`src/rtl/mips_pkg.sv`:
```
// Shared MIPS pipeline definitions: fetch FSM states, the NOP encoding and the
// default reset vector.
package mips_pkg;

  typedef enum logic [1:0] {
    S_REQ  = 2'd0,
    S_WAIT = 2'd1,
    S_HOLD = 2'd2
  } fetch_state_t;

  localparam logic [31:0] NOP_INSTR        = 32'h0000_0000;
  localparam logic [31:0] DEFAULT_RESET_PC = 32'h0000_0000;

endpackage

```
`src/rtl/fetch_perf_ctr.sv`:
```
// Fetch-stage performance counters (delivered instructions and bubbles).
// Only exists when FETCH_PERF_EN is defined.
`ifdef FETCH_PERF_EN
module fetch_perf_ctr (
  input  logic        clk,
  input  logic        reset,
  input  logic        count_fetch,
  input  logic        count_bubble,
  output logic [31:0] perf_fetched,
  output logic [31:0] perf_bubbles
);

  always_ff @(posedge clk) begin
    if (reset) begin
      perf_fetched <= 32'd0;
      perf_bubbles <= 32'd0;
    end else begin
      if (count_fetch)  perf_fetched <= perf_fetched + 32'd1;
      if (count_bubble) perf_bubbles <= perf_bubbles + 32'd1;
    end
  end

endmodule
`endif

```
`src/rtl/fetch_unit.sv`:
```
// MIPS instruction-fetch stage: owns the PC, drives a variable-latency imem with
// one outstanding request, and feeds F/D. Optional counters with FETCH_PERF_EN.
module fetch_unit
  import mips_pkg::*;
#(
  parameter logic [31:0] RESET_PC = DEFAULT_RESET_PC
) (
  input  logic        clk,
  input  logic        reset,
  input  logic        stall_f,
  input  logic        pcsrc_d,
  input  logic [31:0] pcbranch_d,
  input  logic        jump_d,
  input  logic [31:0] pcjump_d,
  output logic        imem_req,
  output logic [31:0] imem_addr,
  input  logic        imem_valid,
  input  logic [31:0] imem_rdata,
  output logic [31:0] instr_f,
  output logic [31:0] pcplus4_f
`ifdef FETCH_PERF_EN
  ,
  output logic [31:0] perf_fetched,
  output logic [31:0] perf_bubbles
`endif
);

  fetch_state_t state, state_n;
  logic [31:0]  pc, pc_n;
  logic [31:0]  hold_buf, hold_n;
  logic         kill, kill_n;
  logic         redirect;
  logic [31:0]  target;
  logic         deliver;

  assign redirect  = (jump_d | pcsrc_d) & ~stall_f;
  assign target    = jump_d ? pcjump_d : pcbranch_d;
  assign pcplus4_f = pc + 32'd4;

  // kill marks an outstanding response that belongs to a squashed path; it is
  // dropped on arrival and the fetch is reissued at the (already updated) pc.
  always_comb begin
    imem_req  = 1'b0;
    imem_addr = pc;
    instr_f   = NOP_INSTR;
    deliver   = 1'b0;
    state_n   = state;
    pc_n      = pc;
    kill_n    = kill;
    hold_n    = hold_buf;
    case (state)
      S_REQ: begin
        imem_req = 1'b1;
        state_n  = S_WAIT;
        if (redirect) begin
          imem_addr = target;
          pc_n      = target;
        end
      end
      S_WAIT: begin
        if (!imem_valid) begin
          if (redirect) begin
            pc_n   = target;
            kill_n = 1'b1;
          end
        end else if (kill) begin
          kill_n   = 1'b0;
          imem_req = 1'b1;
          if (redirect) begin
            imem_addr = target;
            pc_n      = target;
          end
        end else if (redirect) begin
          imem_req  = 1'b1;
          imem_addr = target;
          pc_n      = target;
        end else if (stall_f) begin
          hold_n  = imem_rdata;
          state_n = S_HOLD;
        end else begin
          instr_f   = imem_rdata;
          deliver   = 1'b1;
          imem_req  = 1'b1;
          imem_addr = pcplus4_f;
        end
      end
      S_HOLD: begin
        if (redirect) begin
          pc_n    = target;
          state_n = S_REQ;
        end else begin
          instr_f = hold_buf;
          if (!stall_f) begin
            deliver = 1'b1;
            state_n = S_REQ;
          end
        end
      end
      default: state_n = S_REQ;
    endcase
    if (deliver) pc_n = pcplus4_f;
    if (reset) begin
      imem_req = 1'b0;
      instr_f  = NOP_INSTR;
      deliver  = 1'b0;
    end
  end

  always_ff @(posedge clk) begin
    if (reset) begin
      state    <= S_REQ;
      pc       <= RESET_PC;
      kill     <= 1'b0;
      hold_buf <= 32'd0;
    end else begin
      state    <= state_n;
      pc       <= pc_n;
      kill     <= kill_n;
      hold_buf <= hold_n;
    end
  end

`ifdef FETCH_PERF_EN
  fetch_perf_ctr u_perf (
    .clk          (clk),
    .reset        (reset),
    .count_fetch  (deliver),
    .count_bubble (~stall_f & ~deliver),
    .perf_fetched (perf_fetched),
    .perf_bubbles (perf_bubbles)
  );
`endif

endmodule
```
`config.mk`:
```
export PLATFORM = sky130hd
export DESIGN_NAME = fetch_unit
export DESIGN_NICKNAME = d
export VERILOG_FILES = /design/src/rtl/mips_pkg.sv /design/src/rtl/fetch_perf_ctr.sv /design/src/rtl/fetch_unit.sv
export SDC_FILE = /design/constraint.sdc
export NUM_CORES = 1
export LEC_CHECK = 0
export ABC_AREA = 1
export CAP_MARGIN = 20
export CORE_MARGIN = 2
export CORE_UTILIZATION = 45
export DETAILED_ROUTE_END_ITERATION = 6
export HOLD_SLACK_MARGIN = 0.12
export PLACE_DENSITY = 0.77
export SLEW_MARGIN = 20
export SYNTH_ARGS = -nofsm -noshare
export SYNTH_HDL_FRONTEND = slang
export SYNTH_HIERARCHICAL = 1
export SYNTH_SLANG_ARGS = --single-unit
```
`constraint.sdc`:
```
create_clock -name clk -period 2.25 [get_ports clk]
set_input_delay 0.45 -clock clk [delete_from_list [all_inputs] [get_ports clk]]
set_output_delay 0.45 -clock clk [all_outputs]
set_load 0.02 [all_outputs]
```
After elaboration in Yosys (flattened, before gate mapping):

Cells that the tools add are included.

* input port bits: 102
* output and inout port bits: 97
* flip-flop bits (word level): 67

* equal/unequal tests: 7
* bitwise gates (word level): 5
* add/subtract/negate cells: 1
* muxes and demuxes: 35
* reduce and logical (&&, ||, !) cells: 7

Operators by type and width (number)
* $mux W32: 14
* $pmux W32 S2: 2
* $add A32 B3 Y32 const B: 1
* $mux W2: 6
* $mux W1: 10
* $reduce_and A5 Y1: 2
* $ne A2 B2 Y1 const B: 4
* $pmux W2 S3: 1
* $pmux W1 S2: 2
* $reduce_bool A2 Y1: 2
* $ne A3 B3 Y1 const B: 1
* $not A1 Y1: 3
* $reduce_or A3 Y1: 1
* $eq A2 B1 Y1 const B: 1
* $eq A2 B2 Y1 const B: 1
* $logic_not A2 Y1: 1
* $reduce_and A2 Y1: 1
* $and A1 B1 Y1: 1
* $or A1 B1 Y1: 1

Longest topological paths before layout:

* depth after elaboration: 7
* mapped depth: 13
* mapped depth without buffers: 13

Worst setup path after synthesis:

OpenSTA, ideal clock, no wires.

* path type: reg2out
* start: register pc[2]
* end: output imem_addr[24]
* stages on the path, launching flop included: 12
* path slack: -142 ps
* arrival: 1942 ps
* path buffers: 0
* path through: dfxtp_1 ha_1 nand2_1 nor2_2 nand2_1 nor2_4 nand2_1 xor2_1 nand2_1 nand2_1 nand2_1 nand2_1

* cells in the longest elaborated chain, start to end: 6

Ends and longest elaborated chain
* from (decl): line fetch_unit.sv:29 `logic [31:0] pc, pc_n;`
* from (signal assigned): line fetch_unit.sv:117 `pc <= pc_n;`
* $add A32 B3 Y32: line fetch_unit.sv:38 `assign pcplus4_f = pc + 32'd4;`
* via pcplus4_f[24]: line fetch_unit.sv:20 `output logic [31:0] pcplus4_f`
* $mux W32: line fetch_unit.sv:77 `end else if (stall_f) begin`
* $mux W32: line fetch_unit.sv:73 `end else if (redirect) begin`
* $mux W32: line fetch_unit.sv:66 `end else if (kill) begin`
* $mux W32: line fetch_unit.sv:61 `if (!imem_valid) begin`
* $pmux W32 S2: line fetch_unit.sv:51 `case (state)`
* to (decl): line fetch_unit.sv:16 `output logic [31:0] imem_addr,`

The timed path passes the listed nets, and every way through them passes these cells.

Worst setup path in the final report:

* start: input jump_d
* end: output imem_addr[10]

* cells in the longest elaborated chain, start to end: 6
* elaborated cells between the ends (all ways): 8

Ends and longest elaborated chain
* from (decl): line fetch_unit.sv:13 `input logic jump_d,`
* $or A1 B1 Y1: line fetch_unit.sv:36 `assign redirect = (jump_d | pcsrc_d) & ~stall_f;`
* $and A1 B1 Y1: line fetch_unit.sv:36
* $mux W32 (on tied branches): line fetch_unit.sv:73, fetch_unit.sv:55, fetch_unit.sv:69
* $mux W32: line fetch_unit.sv:66
* $mux W32: line fetch_unit.sv:61
* $pmux W32 S2 *: line fetch_unit.sv:51

Mark *: on every way between the ends. The rest lies on a longest branch, timed or not.

==> flow_summary_export.csv <==
group,metric,value,unit
outcome,status,"finished with violations",
outcome,violations,"DRC, setup timing",
placed_design,io_buffers,198,
sta,fin_setup_tns,-16.29,ns
detailed_routing,routed_wirelength,42370,um
clock_network,cts_tree,"done",
pwr,ir_drop,0.0003451,V
logic_synthesis,synth_fp_nets,1268,
floorplanning,core-area,0.01442,mm2
critical_path,crit_path_start_kind,"input port",
detailed_routing,drt_iter0_drc,1978,
worst_hold_path,holdCritPathClass,"reg2reg",
detailed_routing,wl_per_cell,24.24,um
global_route,globalRouteTotalUtil,42.82,%
floorplanning,start_util,45.78,%
clock_network,postCtsHoldBufs,0,
logic_synthesis,synth-compound-area-share,24.23,%
cells_and_area,fin_nets,1666,
logic_synthesis,ys.flop_type,"dfxtp_1",
sta,drv_slew,0,
global_route,grtUsageMet1,48.02,%
sta,setup_ws,-0.4473,ns
sta,clock_skew,0.01066,ns
critical_path,worstPathMaxFanout,7,
logic_synthesis,netlist_instances,1161,
job,maxCapViolCount,0,
detailed_routing,firstDrtPassIters,7,
floorplanning,die_h,125.1,um
critical_path,rr_endpoint,"pc[15]",
clock_network,cts_buffers,9,
sta,slew_headroom,65.70,%
logic_synthesis,synth.avg_cell_area,5.688,um2
clock_network,htree_levels,3,
critical_path,setup.worst_path.class,"in2out",
critical_path,reg2reg_depth,12,
sta,rsz0062_at_grt,"true",
logic_synthesis,synthXorXnorAreaFrac,3.069,%
logic_synthesis,synth_cell_types,41,
cells_and_area,final_common_cell,"buf_4",
sta,hold_viol_final,0,
logic_synthesis,yosysSeqAreaShare,20.31,%
logic_synthesis,ys_seq_elements,67,
logic_synthesis,synth_edf_count,0,
global_route,met3_usage,12.75,%
pwr,p_leak,5.665,nW
critical_path,rr_startpoint,"state[1]",
sta,period_needed,2.697,ns
critical_path,end_kind,"output port",
logic_synthesis,yosysWarnings,6,
logic_synthesis,synth_mux_area_share,1.213,%
clock_network,clk_latency,0.37,ns
placed_design,dpl.hpwl,20650,um
sta,fmax,370.7,MHz
cells_and_area,drive_gt1_share,40.86,%
cells_and_area,fin_cells,1748,
cells_and_area,layout_common_cells,"buf_4 (261), nand2_1 (259), nor2_1 (136), inv_1 (106), clkdlybuf4s50_1 (101)",
clock_network,clk_pin_slew,0.06,ns
clock_network,cts_sinks,67,
clock_network,cts_buffer_depth,2,
clock_network,root_buffer,"clkbuf_16",
logic_synthesis,synth-simple-area-share,38.01,%
global_route,grt_max_degree,45,
critical_path,cp.arrival,2.25,ns
floorplanning,dieWidth,125.1,um
worst_hold_path,hold_start,"hold_buf[16]",
worst_hold_path,holdPathEnd,"hold_buf[16]",
global_route,antenna_found_initial,1,
sta,tightest_slew,0.5146,ns
floorplanning,die_area,0.01566,mm2
placed_design,dp_cells,1672,
detailed_routing,vias,11410,
sta,finalSetupViolCount,107,
global_route,globalRouteMet2Util,67.42,%
detailed_routing,vias_per_cell,6.527,
detailed_routing,antenna_left,0,
logic_synthesis,synth_area,0.006604,mm2
detailed_routing,drcViolationCount,97,
placed_design,gp_congestion,0.9839,
global_route,grt_most_used_layer,"met2",
cells_and_area,syn_to_final_growth,82.51,%
placed_design,place_ws,-0.8109,ns
logic_synthesis,ys_async_sr_fraction,0,%
floorplanning,num_rows,44,
critical_path,cp.required,1.80,ns
pwr,p_per_area,564.2,mW/mm2
logic_synthesis,synth_top_family_by_area,"simple AND/OR/NAND/NOR gates",
critical_path,reg2reg_slack,-0.31,ns
sta,fin_crit_sh,119.9,%
worst_hold_path,hold_depth,2,
cells_and_area,diodes,0,
logic_synthesis,synthAdderAreaFrac,0.9473,%
floorplanning,io_pins,199,
pwr,finalPower,6.800,mW
global_route,grt_pass1_wl,53940,um
global_route,grt_pass1_vias,10410,
global_route,grt.overflow.total,0,
[synth_stat cells (4+ instances only)]
master / count / area (um2)
a21oi_1: 69 / 345.3
a22oi_1: 33 / 247.7
buf_2: 18 / 90.09
buf_4: 8 / 60.06
clkbuf_1: 39 / 146.4
dfxtp_1: 67 / 1341
ha_1: 5 / 62.56
inv_1: 118 / 442.9
inv_2: 15 / 56.30
mux2i_1: 8 / 80.08
nand2_1: 301 / 1130
nand2_2: 13 / 81.33
nand2_4: 5 / 56.30
nand3_1: 62 / 310.3
nand4_1: 5 / 31.28
nor2_1: 169 / 634.4
nor2_2: 8 / 50.05
nor2_4: 9 / 101.4
nor3_1: 4 / 20.02
o211ai_1: 9 / 67.56
o21ai_0: 114 / 570.6
o21ai_1: 6 / 30.03
o21bai_1: 5 / 37.54
o22ai_1: 26 / 162.7
xor2_1: 12 / 105.1
xor2_2: 6 / 97.59
[state kept, by name, summed over array words and instances, names as in the netlist]
name,cells
kill,1
pc,32
state,2
hold_buf,32
[how the worst max path moves through the flow]
stage | from | cells after the start | end
final | jump_d | 12 | imem_addr[10]
after global routing | pc[3] | 9 | imem_addr[11]
after CTS | pc[3] | 13 | imem_addr[20]
after detailed placement | stall_f | 13 | imem_addr[23]
after global placement | pcsrc_d | 9 | imem_addr[10]
after floorplan | pc[2] | 8 | imem_addr[12]
[layer usage]
| metal | up-vias | wire length, um |
|---|---|---|
| li1 | 4556 | - |
| met1 | 4985 | 12980 |
| met2 | 1309 | 17490 |
| met3 | 560 | 6860 |
| met4 | 0 | 5032 |
| met5 | - | 0 |
[cell families after synthesis]
| group | after synthesis |
|---|---|
| AND/OR/NAND/NOR | 585 |
| AO/OA/AOI/OAI | 277 |
| buffers and inverters | 201 |
| flip-flops | 67 |
| XOR/XNOR | 18 |
| multiplexers | 8 |
| adder cells (fa/ha/maj) | 5 |
[timing repair]
item,4_1_cts,5_1_grt
cloned,8,1
endpoints found under the hold margin,0,0
pin swaps,48,65
endpoints found under the setup margin,93,93
buffers inserted,39,23
resized for setup,640,194
[layout make-up]
| cell class | instances | area, um2 |
|---|---|---|
| tap | 184 | 230.2 |
| sequential | 67 | 1415 |
| fill | 747 | 2371 |
| multi-input combinational | 893 | 5370 |
| clock inverter | 6 | 73.82 |
| timing repair buffer | 454 | 4208 |
| clock buffer | 10 | 229.0 |
| inverter | 134 | 526.8 |
[worst max-delay path, stage by stage]
cell	delay, ns
buf_8	0.13
o21ai_4	0.21
clkinv_4	0.15
buf_12	0.18
buf_4	0.16
nand3_4	0.14
nand2_1	0.11
o21bai_1	0.17
inv_1	0.07
o21ai_1	0.07
nand2_1	0.23
buf_6	0.17
[stage by stage]
step | hold WS, ns | util, % | area, um2
global placement | 0.4951 | 70.28 | 10140
floorplan | 0.4726 | - | 6623
global route | 0.5921 | 83.56 | 12050
CTS | 0.5189 | 78.17 | 11270
detailed placement | 0.5043 | 70.28 | 10140
finish | 0.5472 | 83.56 | 12050
[report_power, final]
group / switching, mW / internal [mW]
sequential: 0.153 / 1.31
clock: 0.695 / 0.875
combinational: 2.19 / 1.58
total: 3.04 / 3.76
Note: power is estimated with default switching activity, not from simulation.
